### config.mk
export PLATFORM = sky130hd
export DESIGN_NAME = fetch_redirect_ctrl
export DESIGN_NICKNAME = d
export VERILOG_FILES = /design/src/rtl/fetch_redirect_ctrl_pkg.sv /design/src/rtl/fetch_redirect_ctrl_sat_counter.sv /design/src/rtl/fetch_redirect_ctrl.sv
export SDC_FILE = /design/constraint.sdc
export NUM_CORES = 1
export LEC_CHECK = 0
export ABC_CLOCK_PERIOD_IN_PS = 12650
export CAP_MARGIN = 20
export CORE_UTILIZATION = 35
export DETAILED_ROUTE_END_ITERATION = 7
export PLACE_DENSITY = 0.71
export SLEW_MARGIN = 20
export SYNTH_ARGS = -nofsm -noshare
export SYNTH_HDL_FRONTEND = slang
export SYNTH_SLANG_ARGS = --single-unit
### constraint.sdc
create_clock -name clk -period 12.65 [get_ports clk]
set_input_delay 2.53 -clock clk [delete_from_list [all_inputs] [get_ports clk]]
set_output_delay 2.53 -clock clk [all_outputs]
set_load 0.03 [all_outputs]
### src/rtl/fetch_redirect_ctrl_pkg.sv
// Shared constants for the fetch redirect controller: state encoding and parameter defaults.
package fetch_ctrl_pkg;

  localparam logic ST_RUN  = 1'b0;
  localparam logic ST_PEND = 1'b1;

  localparam logic [31:0] DEFAULT_RESET_PC = 32'h0000_0000;
  localparam int          DEFAULT_CNT_W    = 32;

endpackage

### src/rtl/fetch_redirect_ctrl_sat_counter.sv
// Up-counter that sticks at all-ones instead of wrapping.
module sat_counter #(
  parameter int W = 32
) (
  input  logic         clk,
  input  logic         rst,
  input  logic         inc_i,
  output logic [W-1:0] cnt_o
);

  localparam logic [W-1:0] ONE = {{(W-1){1'b0}}, 1'b1};

  logic [W-1:0] cnt_q;

  always_ff @(posedge clk or posedge rst) begin
    if (rst) begin
      cnt_q <= '0;
    end else if (inc_i && (cnt_q != '1)) begin
      cnt_q <= cnt_q + ONE;
    end
  end

  assign cnt_o = cnt_q;

endmodule

### src/rtl/fetch_redirect_ctrl.sv
// Fetch PC sequencer: advances, holds or redirects the PC from BTB next-PC/flush and stall inputs,
// buffering a mispredict redirect that lands during a memory stall.
module fetch_redirect_ctrl
  import fetch_ctrl_pkg::*;
#(
  parameter logic [31:0] RESET_PC = DEFAULT_RESET_PC,
  parameter int          CNT_W    = DEFAULT_CNT_W
) (
  input  logic             clk,
  input  logic             rst,
  input  logic             mem_stall_i,
  input  logic             hazard_stall_i,
  input  logic [31:0]      next_pc_i,
  input  logic             flush_i,
  input  logic             is_branch_3_i,
  output logic [31:0]      pc_o,
  output logic             flush_o,
  output logic             stall_o,
  output logic             btb_stall_o,
  output logic             pend_o,
  output logic [CNT_W-1:0] branch_cnt_o,
  output logic [CNT_W-1:0] mispred_cnt_o
);

  logic        state_q, state_d;
  logic [31:0] pc_q, pc_d;
  logic [31:0] pend_pc_q, pend_pc_d;
  logic        flush, stall, br_inc, mp_inc;
  logic [31:0] next_pc_aligned;

  assign next_pc_aligned = {next_pc_i[31:2], 2'b00};

  always_comb begin
    state_d   = state_q;
    pc_d      = pc_q;
    pend_pc_d = pend_pc_q;
    flush     = 1'b0;
    stall     = 1'b0;
    br_inc    = 1'b0;
    mp_inc    = 1'b0;
    if (state_q == ST_RUN) begin
      if (flush_i) begin
        br_inc = 1'b1;
        mp_inc = 1'b1;
        if (mem_stall_i) begin
          // Redirect cannot be applied while memory is stalled; park it.
          pend_pc_d = next_pc_aligned;
          stall     = 1'b1;
          state_d   = ST_PEND;
        end else begin
          pc_d  = next_pc_aligned;
          flush = 1'b1;
        end
      end else if (mem_stall_i) begin
        stall = 1'b1;
      end else if (hazard_stall_i) begin
        // EX keeps moving under a load-use stall, so a resolving branch still counts.
        stall  = 1'b1;
        br_inc = is_branch_3_i;
      end else begin
        pc_d   = next_pc_aligned;
        br_inc = is_branch_3_i;
      end
    end else begin
      if (mem_stall_i) begin
        stall = 1'b1;
      end else begin
        pc_d    = pend_pc_q;
        flush   = 1'b1;
        state_d = ST_RUN;
      end
    end
  end

  always_ff @(posedge clk or posedge rst) begin
    if (rst) begin
      state_q   <= ST_RUN;
      pc_q      <= {RESET_PC[31:2], 2'b00};
      pend_pc_q <= '0;
    end else begin
      state_q   <= state_d;
      pc_q      <= pc_d;
      pend_pc_q <= pend_pc_d;
    end
  end

  sat_counter #(.W(CNT_W)) u_branch_cnt (
    .clk   (clk),
    .rst   (rst),
    .inc_i (br_inc),
    .cnt_o (branch_cnt_o)
  );

  sat_counter #(.W(CNT_W)) u_mispred_cnt (
    .clk   (clk),
    .rst   (rst),
    .inc_i (mp_inc),
    .cnt_o (mispred_cnt_o)
  );

  assign pc_o        = pc_q;
  assign flush_o     = flush;
  assign stall_o     = stall;
  assign pend_o      = (state_q == ST_PEND);
  assign btb_stall_o = mem_stall_i | (state_q == ST_PEND);

endmodule

; ---- Yosys cells after proc, flatten, opt, wreduce, memory -nomap -nowiden
; Cells that the tools add are included.
[totals]
reg_bits = 127
out_inout_bits = 100
word_cells = 38
[classes]
addsub = 2
n_eq_ne = 3
n_mux = 21
bitwise = 3
n_reduce_logical = 4
[op_table]
columns = op, n
row1 = $mux 32, 6
row2 = $add 32x1->32 const B, 2
row3 = $ne 32x32->1 const B, 2
row4 = $mux 1, 15
row5 = $ne 3x1->1 const B, 1
row6 = $reduce_and 3->1, 1
row7 = $logic_and 1x1->1, 2
row8 = $not 1->1, 2
row9 = $reduce_and 2->1, 1
row10 = $or 1x1->1, 1

; ---- Longest topological paths before layout
; Gate-level depths: netlist of run 1.
[logic_depth]
ltp_word = 4
ltp_mapped = 7
mapped_depth_nobuf = 6

; ---- Hierarchy
; From an unflattened synthesis of run 1, not the netlist that was laid out.
[hier_totals]
cells_unflattened = 453
area_unflattened_um2 = 6024.5
[modules_own_cells]
columns = mod, instances, cells_each, area_per_inst_um2
row1 = sat_counter, 2, 139, 1561.5
row2 = fetch_redirect_ctrl, 1, 175, 2901.5

; ---- Worst setup path before layout of run 1
; No wires, ideal clock.
[synth_timing]
kind = input to output
startpoint = in flush_i
endpoint = out stall_o
t_arrival_ps = 3398
setup_slack_ps = 6722
stages = 4
path_cell_list = nor2_1 > a21oi_1 > clkbuf_1 > inv_1
[synth_via]
elab_chain_len = 2
[synth_rtl]
columns = element, line
row1 = from (decl), fetch_redirect_ctrl.sv:14  ; input logic flush_i,
row2 = $mux 1, fetch_redirect_ctrl.sv:42  ; if (flush_i) begin
row3 = $mux 1, fetch_redirect_ctrl.sv:41  ; if (state_q == ST_RUN) begin
row4 = to (decl), fetch_redirect_ctrl.sv:18  ; output logic stall_o,
; No other way between the ends.

; ---- Worst setup path after layout of run 1
; Same ends and word-level chain as after synthesis.

==> results of run 1 <==
[flip-flops by register name, summed over array words and instances (netlist names)]
register,count
pc_o,30
pend_o,1
pend_pc_q,30
u_branch_cnt.cnt_o,32
u_mispred_cnt.cnt_o,32
[logic make-up after synthesis]
group,synth area share [%]
XOR/XNOR,9.511
adder cells (fa/ha/maj),0.4382
flip-flops,54.79
other,0.06568
AO/OA/AOI/OAI,5.742
multiplexers,11.64
AND/OR/NAND/NOR,15.52
buffers and inverters,2.301
[area by class of cell]
type / count / area, um2 / share of cell area, %
Timing Repair Buffer: 138 / 1381 / 17.57
Tap cell: 216 / 270.3 / 3.438
Inverter: 9 / 36.28 / 0.4616
Clock buffer: 21 / 460.4 / 5.858
Multi-Input combinational cell: 339 / 2465 / 31.36
Clock inverter: 11 / 117.6 / 1.496
Sequential cell: 125 / 3129 / 39.81
[path summary, 6_finish.rpt]
path | end | cells after the start | slack, ns
max | stall_o | 5 | 5.77
max reg2reg | u_mispred_cnt.cnt_o[17] | 6 | 10.11
min reg2reg | u_mispred_cnt.cnt_o[29] | 1 | 0.50
max in group asynchronous | pend_o | 4 | 8.89
min | u_mispred_cnt.cnt_o[29] | 1 | 0.50
min in group asynchronous | pc_o[11] | 2 | 2.54
[per-stage QoR]
step	total power, W	hold slack (ns)	worst slack (ns)
floorplan	0.0006580	0.4792	6.722
global placement	0.0007626	0.4801	5.796
detailed placement	0.0007716	0.4905	5.762
CTS	0.001249	0.4992	5.760
global route	0.001296	0.5175	5.690
finish	0.001238	0.4984	5.772
[worst max-delay path, cell delays in order]
cell             delay, ns
clkdlybuf4s50_1       0.54
nor2_1                0.44
a21oi_4               0.10
inv_1                 0.07
clkdlybuf4s50_1       0.66
[cells in the final DEF, fill, tap and decap left out, types with 17 or more instances in the layout]
master           count
a21oi_1             31
nand3_1             18
dfrtp_1            124
nand4_1             21
clkbuf_16           17
xor2_1              25
mux2i_1             30
nor2_1              52
clkdlybuf4s50_1    133
xnor2_1             37
nand2_1             25
mux2_2              31
[per-layer routing]
metal	vias up	global-route usage, %
li1	2014	-
met1	2061	20.39
met2	134	26.49
met3	16	6.437
met4	0	7.250
met5	-	0
[power groups by stage]
| stage | Combinational (W) | Sequential [W] | Clock [W] |
|---|---|---|---|
| global placement | 0.000259 | 0.000503 | 0 |
| floorplan | 0.0000922 | 0.000566 | 0 |
| CTS | 0.000267 | 0.000500 | 0.000482 |
| global route | 0.000283 | 0.000509 | 0.000504 |
| detailed placement | 0.000265 | 0.000506 | 0 |
| finish | 0.000264 | 0.000500 | 0.000474 |
==> flow_summary.yaml, run 1 <==
die:
  die_w_um: 129.7
  start_util_pct: 35.94
  fp-row-count: 46
  ioPinCount: 138
  die_y_um: 129.7
  fp.coreArea_um2: 15890
  floorplan.die_area_um2: 16830
clock_network:
  cts_resized: 0
  cts_buffer_depth: 2
  cts_buffers: 17
  cts_tree: "yes"
  clkLatencyLatePin_ns: 0.42
  htree_levels: 4
  cts_setup_buffers: 0
  clock-root-buffer: "clkbuf_16"
  clock_sinks: 125
  cts_hold_repair.buffers: 0
  clk_pin_slew_worst_paths_ns: 0.05
global_routing:
  grt_max_degree: 77
  grt_pass1_vias: 4252
  grt_pass1_wl_um: 21580
  grt.total_usage_pct: 16.75
  overflow: 0
  antenna_found_initial: 0
critical_path:
  startpoint: "flush_i"
  crit_arrival_ns: 4.35
  path_max_fanout: 5
  end_kind: "output port"
  critPathLaunchType: "primary input"
  timing.rr.start: "pend_o"
  worstPathRequired_ns: 10.12
  crit_type: "primary input to output port"
sta:
  skew_ns: 0.01113
  hold_viol_final: 0
  drv_slew: 0
  fin_crit_sh_pct: 54.38
  fin_crit_ns: 6.878
  worstMarginPinSlew_ns: 1.064
  setup_viol: 0
  rsz0062_at_grt: "false"
  finalSetupTns_ns: 0
  fmaxAchievable_mhz: 145.4
  relSlewSlack_pct: 28.62
power_and_ir_drop:
  clockPowerShare_pct: 38.3
  p_switching_w: 0.0003655
  p_seq_share_pct: 40.4
  combPwrFrac_pct: 21.3
  p_per_area_nw_per_um2: 157.5
  p_leak_nw: 3.310
  peakVddDrop_v: 0.00009168
  swShare_pct: 29.53
  cellInternalPower_w: 0.0008723
final_layout:
  fin_cells: 859
  post-route-util_pct: 49.48
  finalNetCount: 670
  final_area_um2: 7860
  nFillCells: 1446
  layout-drive-gt1-share_pct: 13.37
  antennaDiodeCount: 0
  area_growth_syn_to_layout_pct: 37.67
placement:
  gp_congestion: 0.8124
  dp_hpwl_um: 9184
  io_buffer_count: 133
  dpl.cell_count: 826
  dpl-instance-area_um2: 7262
logic_synthesis:
  netlist_instances: 490
  synth_common_cells: "125 x dfrtp_1, 52 x nor2_1, 37 x xnor2_1, 32 x a21oi_1, 31 x mux2_2"
  ys_top_cells_by_area: "dfrtp_1 55%, mux2_2 6.1%, xnor2_1 5.7%, mux2i_1 5.3%, xor2_1 3.8%"
  synth_top_area_share_pct: 54.79
  synth_flop_cell: "dfrtp_1"
  synth-async-reset-ratio_pct: 100.0
  yosys.cell_count.top_type: "dfrtp_1"
  synth_seq_area_share_pct: 54.79
  synth_edf_count: 0
  netlist_area_um2: 5709
  synth-warning-count: 0
  syn_area_per_cell_um2: 11.65
  synth_cell_types: 47
  ys_ff_latch: 125
  synth_top_cell_by_area: "dfrtp_1"
route:
  route.met2.wl_um: 6251
  antenna_left: 0
  highest_layer: "met4"
  met3_length_um: 1089
  wire_per_inst_um: 15.57
  dr.pass1.iters: 4
  drt_iter0_markers: 206
  vias: 4225
  drt_wl_total_um: 13380
  viasPerCell: 4.919
  drc: 0
  wl_met1_um: 5782
min_path:
  worstHoldPathType: "flop to flop"
  hold_path.startpoint: "u_mispred_cnt.cnt_o[29]"
run_status:
  status: "completed"
run:
  cap_violations: 0
(Power assumes the default switching activity.)
==> run 2: changes to the inputs <==
Settings changed: ABC_CLOCK_PERIOD_IN_PS 12650 to 5800, PLACE_DENSITY 0.71 to 0.73.
Clock period 12.65 ns to 5.8 ns, I/O delays scaled along.
==> run 2 against run 1 <==
Effect of this change: sequential share of layout area rose by 0.13 points; worst setup slack got worse by 4.0 ns; clock power grew 110%; worst hold slack about the same; clock skew decreased by 0.0021 ns; non-clock buffer count unchanged; global-route usage up 0.061 points; power increased by 120%; via count up 0.17%; register-to-register slack worse by 6.8 ns; critical path depth unchanged; critical path type unchanged; largest cell class unchanged.
==> flow_summary.yaml, run 2 (synthesis gave the netlist of run 1 again) <==
critical_path:
  critPathMaxStageDelay_ns: 0.69
  path_max_fanout: 5
  startpoint: "flush_i"
  crit_chain: "clkdlybuf4s50_1 > nor2_1 > a21oi_4 > inv_1 > clkdlybuf4s50_1"
  path_buf_inv: 3
  critical-path-top-cell-by-count: "clkdlybuf4s50_1"
  end_kind: "output port"
  critPathLaunchType: "primary input"
  cp_slowest_cell: "clkdlybuf4s50_1"
  timing.rr.start: "u_branch_cnt.cnt_o[0]"
  worstPathRequired_ns: 4.64
  crit_arrival_ns: 2.87
  crit_type: "primary input to output port"
  crit_family: "buffers and inverters"
final_layout:
  area_growth_syn_to_layout_pct: 37.21
  antennaDiodeCount: 0
  layout-drive-gt1-share_pct: 13.37
  fin_cells: 859
  finalNetCount: 670
  multi_input_area_um2: 2465
  final_area_um2: 7834
  final_common_cell: "clkdlybuf4s50_1"
  layout_common_cells: "133 x clkdlybuf4s50_1, 124 x dfrtp_1, 52 x nor2_1, 37 x xnor2_1"
  regArea_um2: 3129
  nFillCells: 1447
clock_network:
  clock-root-buffer: "clkbuf_16"
  cts_setup_buffers: 0
  htree_levels: 4
  cts_buffers: 17
  cts_resized: 0
  cts_tree: "yes"
  cts_hold_repair.buffers: 0
  clock_sinks: 125
  clk_pin_slew_worst_paths_ns: 0.05
  cts_buffer_depth: 2
  clkLatencyLatePin_ns: 0.42
min_path:
  worstHoldPathType: "flop to flop"
  hold_path.startpoint: "u_mispred_cnt.cnt_o[29]"
sta:
  setup_viol: 0
  fin_crit_sh_pct: 69.53
  fmaxAchievable_mhz: 248.0
  fin_crit_ns: 4.032
  hold_ws_ns: 0.4979
  drv_slew: 0
  relSlewSlack_pct: 26.36
  hold_viol_final: 0
  worstMarginPinSlew_ns: 1.097
  finalSetupTns_ns: 0
  skew_ns: 0.009044
  rsz0062_at_grt: "false"
  finalWorstSetupSlack_ns: 1.768
die:
  floorplan.die_area_um2: 16830
  start_util_pct: 35.94
  fp.coreArea_um2: 15890
  die_w_um: 129.7
  die_y_um: 129.7
  ioPinCount: 138
  fp-row-count: 46
route:
  wire_per_inst_um: 15.47
  antenna_left: 0
  vias: 4232
  drt_wl_total_um: 13290
  drt_iter0_markers: 225
  viasPerCell: 4.927
  dr.pass1.iters: 5
  drc: 0
global_routing:
  grt.total_usage_pct: 16.81
  overflow: 0
  grt_use_met3_pct: 6.396
  grt_pass1_wl_um: 21640
  grt_max_degree: 61
  grt.busiest_layer: "met2"
  antenna_found_initial: 0
  grt_pass1_vias: 4292
  gr-usage-met2_pct: 27.59
  grtUsageMet1_pct: 20.56
placement:
  dp_hpwl_um: 9346
  dpl.cell_count: 827
  dpl-instance-area_um2: 7269
  gp_congestion: 0.8234
  io_buffer_count: 133
  dp_slack_ns: 1.760
run:
  cap_violations: 0
power_and_ir_drop:
  p_per_area_nw_per_um2: 341.4
  p_leak_nw: 3.295
  peakVddDrop_v: 0.0002014
run_status:
  status: "completed"
## run 2: cell types whose count changed in the layout (fill, tap and decap cells not counted), sizes merged
cell      change
bufinv        -1
clkbuf        +1
clkinv        -1
clkinvlp      +1
## run 2: power breakdown
group	total [W]	leakage [nW]	switching [W]	internal, W
Sequential	0.00109	1.56	0.000106	0.000989
Combinational	0.000572	1.46	0.000310	0.000262
Clock	0.00101	0.272	0.000387	0.000620
## run 2: layout make-up
class                           instances  area share (%)
Clock inverter                         10           1.150
Tap cell                              216           3.450
Clock buffer                           22           6.053
Inverter                                9          0.4632
Sequential cell                       125           39.95
Multi-Input combinational cell        339           31.46
Timing Repair Buffer                  138           17.47
## run 2: path summary, 6_finish.rpt
| kind | endpoint | slack [ns] | depth (start not counted) |
|---|---|---|---|
| worst max-delay path | stall_o | 1.77 | 5 |
| worst min-delay path | u_mispred_cnt.cnt_o[29] | 0.50 | 1 |
| worst max register to register | u_branch_cnt.cnt_o[17] | 3.35 | 6 |
| worst min register to register | u_mispred_cnt.cnt_o[29] | 0.50 | 1 |
| max in group asynchronous | pc_o[3] | 3.55 | 3 |
| min in group asynchronous | pend_o | 1.23 | 2 |
## run 2: metal layers
layer | up-vias | wire length (um)
met1 | 2090 | 5837
li1 | 2011 | -
met4 | 0 | 127
met2 | 120 | 6554
met5 | - | 0
met3 | 11 | 765
## run 2: stage by stage
stage	power, W	util (%)
floorplan	0.001435	-
global placement	0.001665	45.76
detailed placement	0.001686	45.76
CTS	0.002706	49.31
global route	0.002790	49.31
finish	0.002674	49.31
==> run 3: changes to the inputs <==
Settings changed: ABC_CLOCK_PERIOD_IN_PS 5800 to 4050, PLACE_DENSITY 0.73 to 0.71.
Clock period 5.8 ns to 4.05 ns, I/O delays scaled along.
==> run 3 against run 2 <==
Effect of this change: clock power is 48% higher; wire length hardly changed; via count is 0.90% higher; critical path depth stayed put; die area stayed put; register-to-register slack worse by 2.0 ns; clock-buffer cell count is 1 lower; combinational power is 43% higher; sequential share of layout area is 0.18 points lower; largest cell class unchanged; largest power group unchanged.
==> flow_summary.yaml, run 3 (synthesis gave the netlist of run 1 again) <==
clock_network:
  clkLatencyLatePin_ns: 0.41
  cts_hold_repair.buffers: 0
  clock_sinks: 125
  cts_resized: 0
  clk_pin_slew_worst_paths_ns: 0.05
  cts_buffers: 17
  htree_levels: 4
  cts_setup_buffers: 0
  cts_buffer_depth: 2
  cts_tree: "yes"
  clock-root-buffer: "clkbuf_16"
sta:
  relSlewSlack_pct: 45.20
  fin_crit_ns: 3.378
  fin_crit_sh_pct: 83.41
  hold_viol_final: 0
  setup_viol: 0
  drv_slew: 0
  worstMarginPinSlew_ns: 0.8145
  fmaxAchievable_mhz: 296.0
  rsz0062_at_grt: "false"
  finalSetupTns_ns: 0
  skew_ns: 0.01197
final_layout:
  antennaDiodeCount: 0
  area_growth_syn_to_layout_pct: 37.85
  final_common_cell: "clkdlybuf4s50_1"
  layout_common_cells: "133 x clkdlybuf4s50_1, 124 x dfrtp_1, 52 x nor2_1, 37 x xnor2_1"
  finalNetCount: 670
  nFillCells: 1464
  layout-drive-gt1-share_pct: 13.53
power_and_ir_drop:
  p_leak_nw: 3.309
  swShare_pct: 29.31
  cellInternalPower_w: 0.002740
  peakVddDrop_v: 0.0002671
  p_switching_w: 0.001136
  p_per_area_nw_per_um2: 492.5
  p_seq_share_pct: 40.5
  finalPower_w: 0.003876
  clockPowerShare_pct: 38.4
  combPwrFrac_pct: 21.1
route:
  route.met2.wl_um: 6413
  highest_layer: "met4"
  wl_met1_um: 5812
  antenna_left: 0
  wire_per_inst_um: 15.46
  drc: 0
  drt_wl_total_um: 13280
  dr.pass1.iters: 4
  met3_length_um: 740
  drt_iter0_markers: 172
  vias: 4270
  viasPerCell: 4.971
critical_path:
  path_max_fanout: 5
  critPathLaunchType: "primary input"
  end_kind: "output port"
  crit_arrival_ns: 2.57
  critPathMaxStageDelay_ns: 0.69
  crit_chain: "clkdlybuf4s50_1 > nor2_1 > a21oi_4 > inv_1 > clkdlybuf4s50_1"
  critical-path-top-cell-by-count: "clkdlybuf4s50_1"
  cp_slowest_cell: "clkdlybuf4s50_1"
  crit_type: "primary input to output port"
  worstPathRequired_ns: 3.24
  path_buf_inv: 3
  crit_family: "buffers and inverters"
global_routing:
  grt_max_degree: 126
  grt_pass1_vias: 4411
  grt_pass1_wl_um: 21920
  antenna_found_initial: 0
  overflow: 0
  grt.total_usage_pct: 16.86
die:
  start_util_pct: 35.94
  die_y_um: 129.7
  floorplan.die_area_um2: 16830
  ioPinCount: 138
  die_w_um: 129.7
  fp.coreArea_um2: 15890
  fp-row-count: 46
run:
  cap_violations: 0
min_path:
  worstHoldPathType: "flop to flop"
run_status:
  status: "completed"
placement:
  io_buffer_count: 133
  dp_hpwl_um: 9189
  gp_congestion: 0.8247
run 3: cell count changes in the layout (fill, tap and decap cells not counted):
cell | before | now
buf_12 | 0 | 1
buf_4 | 5 | 4
bufinv_16 | 1 | 2
clkbuf_1 | 2 | 1
clkinv_2 | 4 | 5
clkinv_4 | 2 | 1
clkinvlp_4 | 3 | 4
inv_4 | 1 | 0
run 3: metal layers:
metal  vias up  global-route usage, %
li1       2015                      -
met1      2115                  20.64
met2       117                  27.24
met3        23                  5.125
met4         0                  8.003
met5         -                      0
run 3: stage by stage:
stage | setup slack [ns] | instance area [um2] | std cells | util [%] | hold WS (ns)
after floorplan | 1.562 | 5717 | 491 | - | 0.4792
after global placement | 0.6904 | 7283 | 827 | 45.85 | 0.4788
after detailed placement | 0.6707 | 7283 | 827 | 45.85 | 0.4812
after CTS | 0.6673 | 7870 | 859 | 49.54 | 0.4923
after global routing | 0.5800 | 7870 | 859 | 49.54 | 0.5155
final | 0.6717 | 7870 | 859 | 49.54 | 0.4901
run 3: power by group through the flow:
stage	clock network [W]	logic (W)	registers, W
2_1_floorplan	0	0.000288	0.00177
3_3_place_gp	0	0.000805	0.00158
3_5_place_dp	0	0.000826	0.00159
4_1_cts	0.00153	0.000827	0.00157
5_1_grt	0.00158	0.000873	0.00160
6_report	0.00149	0.000817	0.00157
run 3: worst paths after layout:
kind | from | end | slack (ns) | depth (start not counted)
setup / recovery | flush_i | stall_o | 0.67 | 5
hold / removal | u_mispred_cnt.cnt_o[29] | u_mispred_cnt.cnt_o[29] | 0.49 | 1
setup reg to reg | pend_o | u_mispred_cnt.cnt_o[31] | 1.36 | 6
hold reg to reg | u_mispred_cnt.cnt_o[29] | u_mispred_cnt.cnt_o[29] | 0.49 | 1
max in group asynchronous | rst | u_mispred_cnt.cnt_o[2] | 2.57 | 3
min in group asynchronous | rst | u_branch_cnt.cnt_o[14] | 0.93 | 3
run 3: final cells by class:
cell class / count / area, um2 / share of cell area, %
sequential: 125 / 3129 / 39.76
multi-input combinational: 339 / 2465 / 31.32
timing repair buffer: 138 / 1381 / 17.55
clock buffer: 21 / 470.5 / 5.978
tap: 216 / 270.3 / 3.434
clock inverter: 11 / 116.4 / 1.479
inverter: 9 / 37.54 / 0.4769
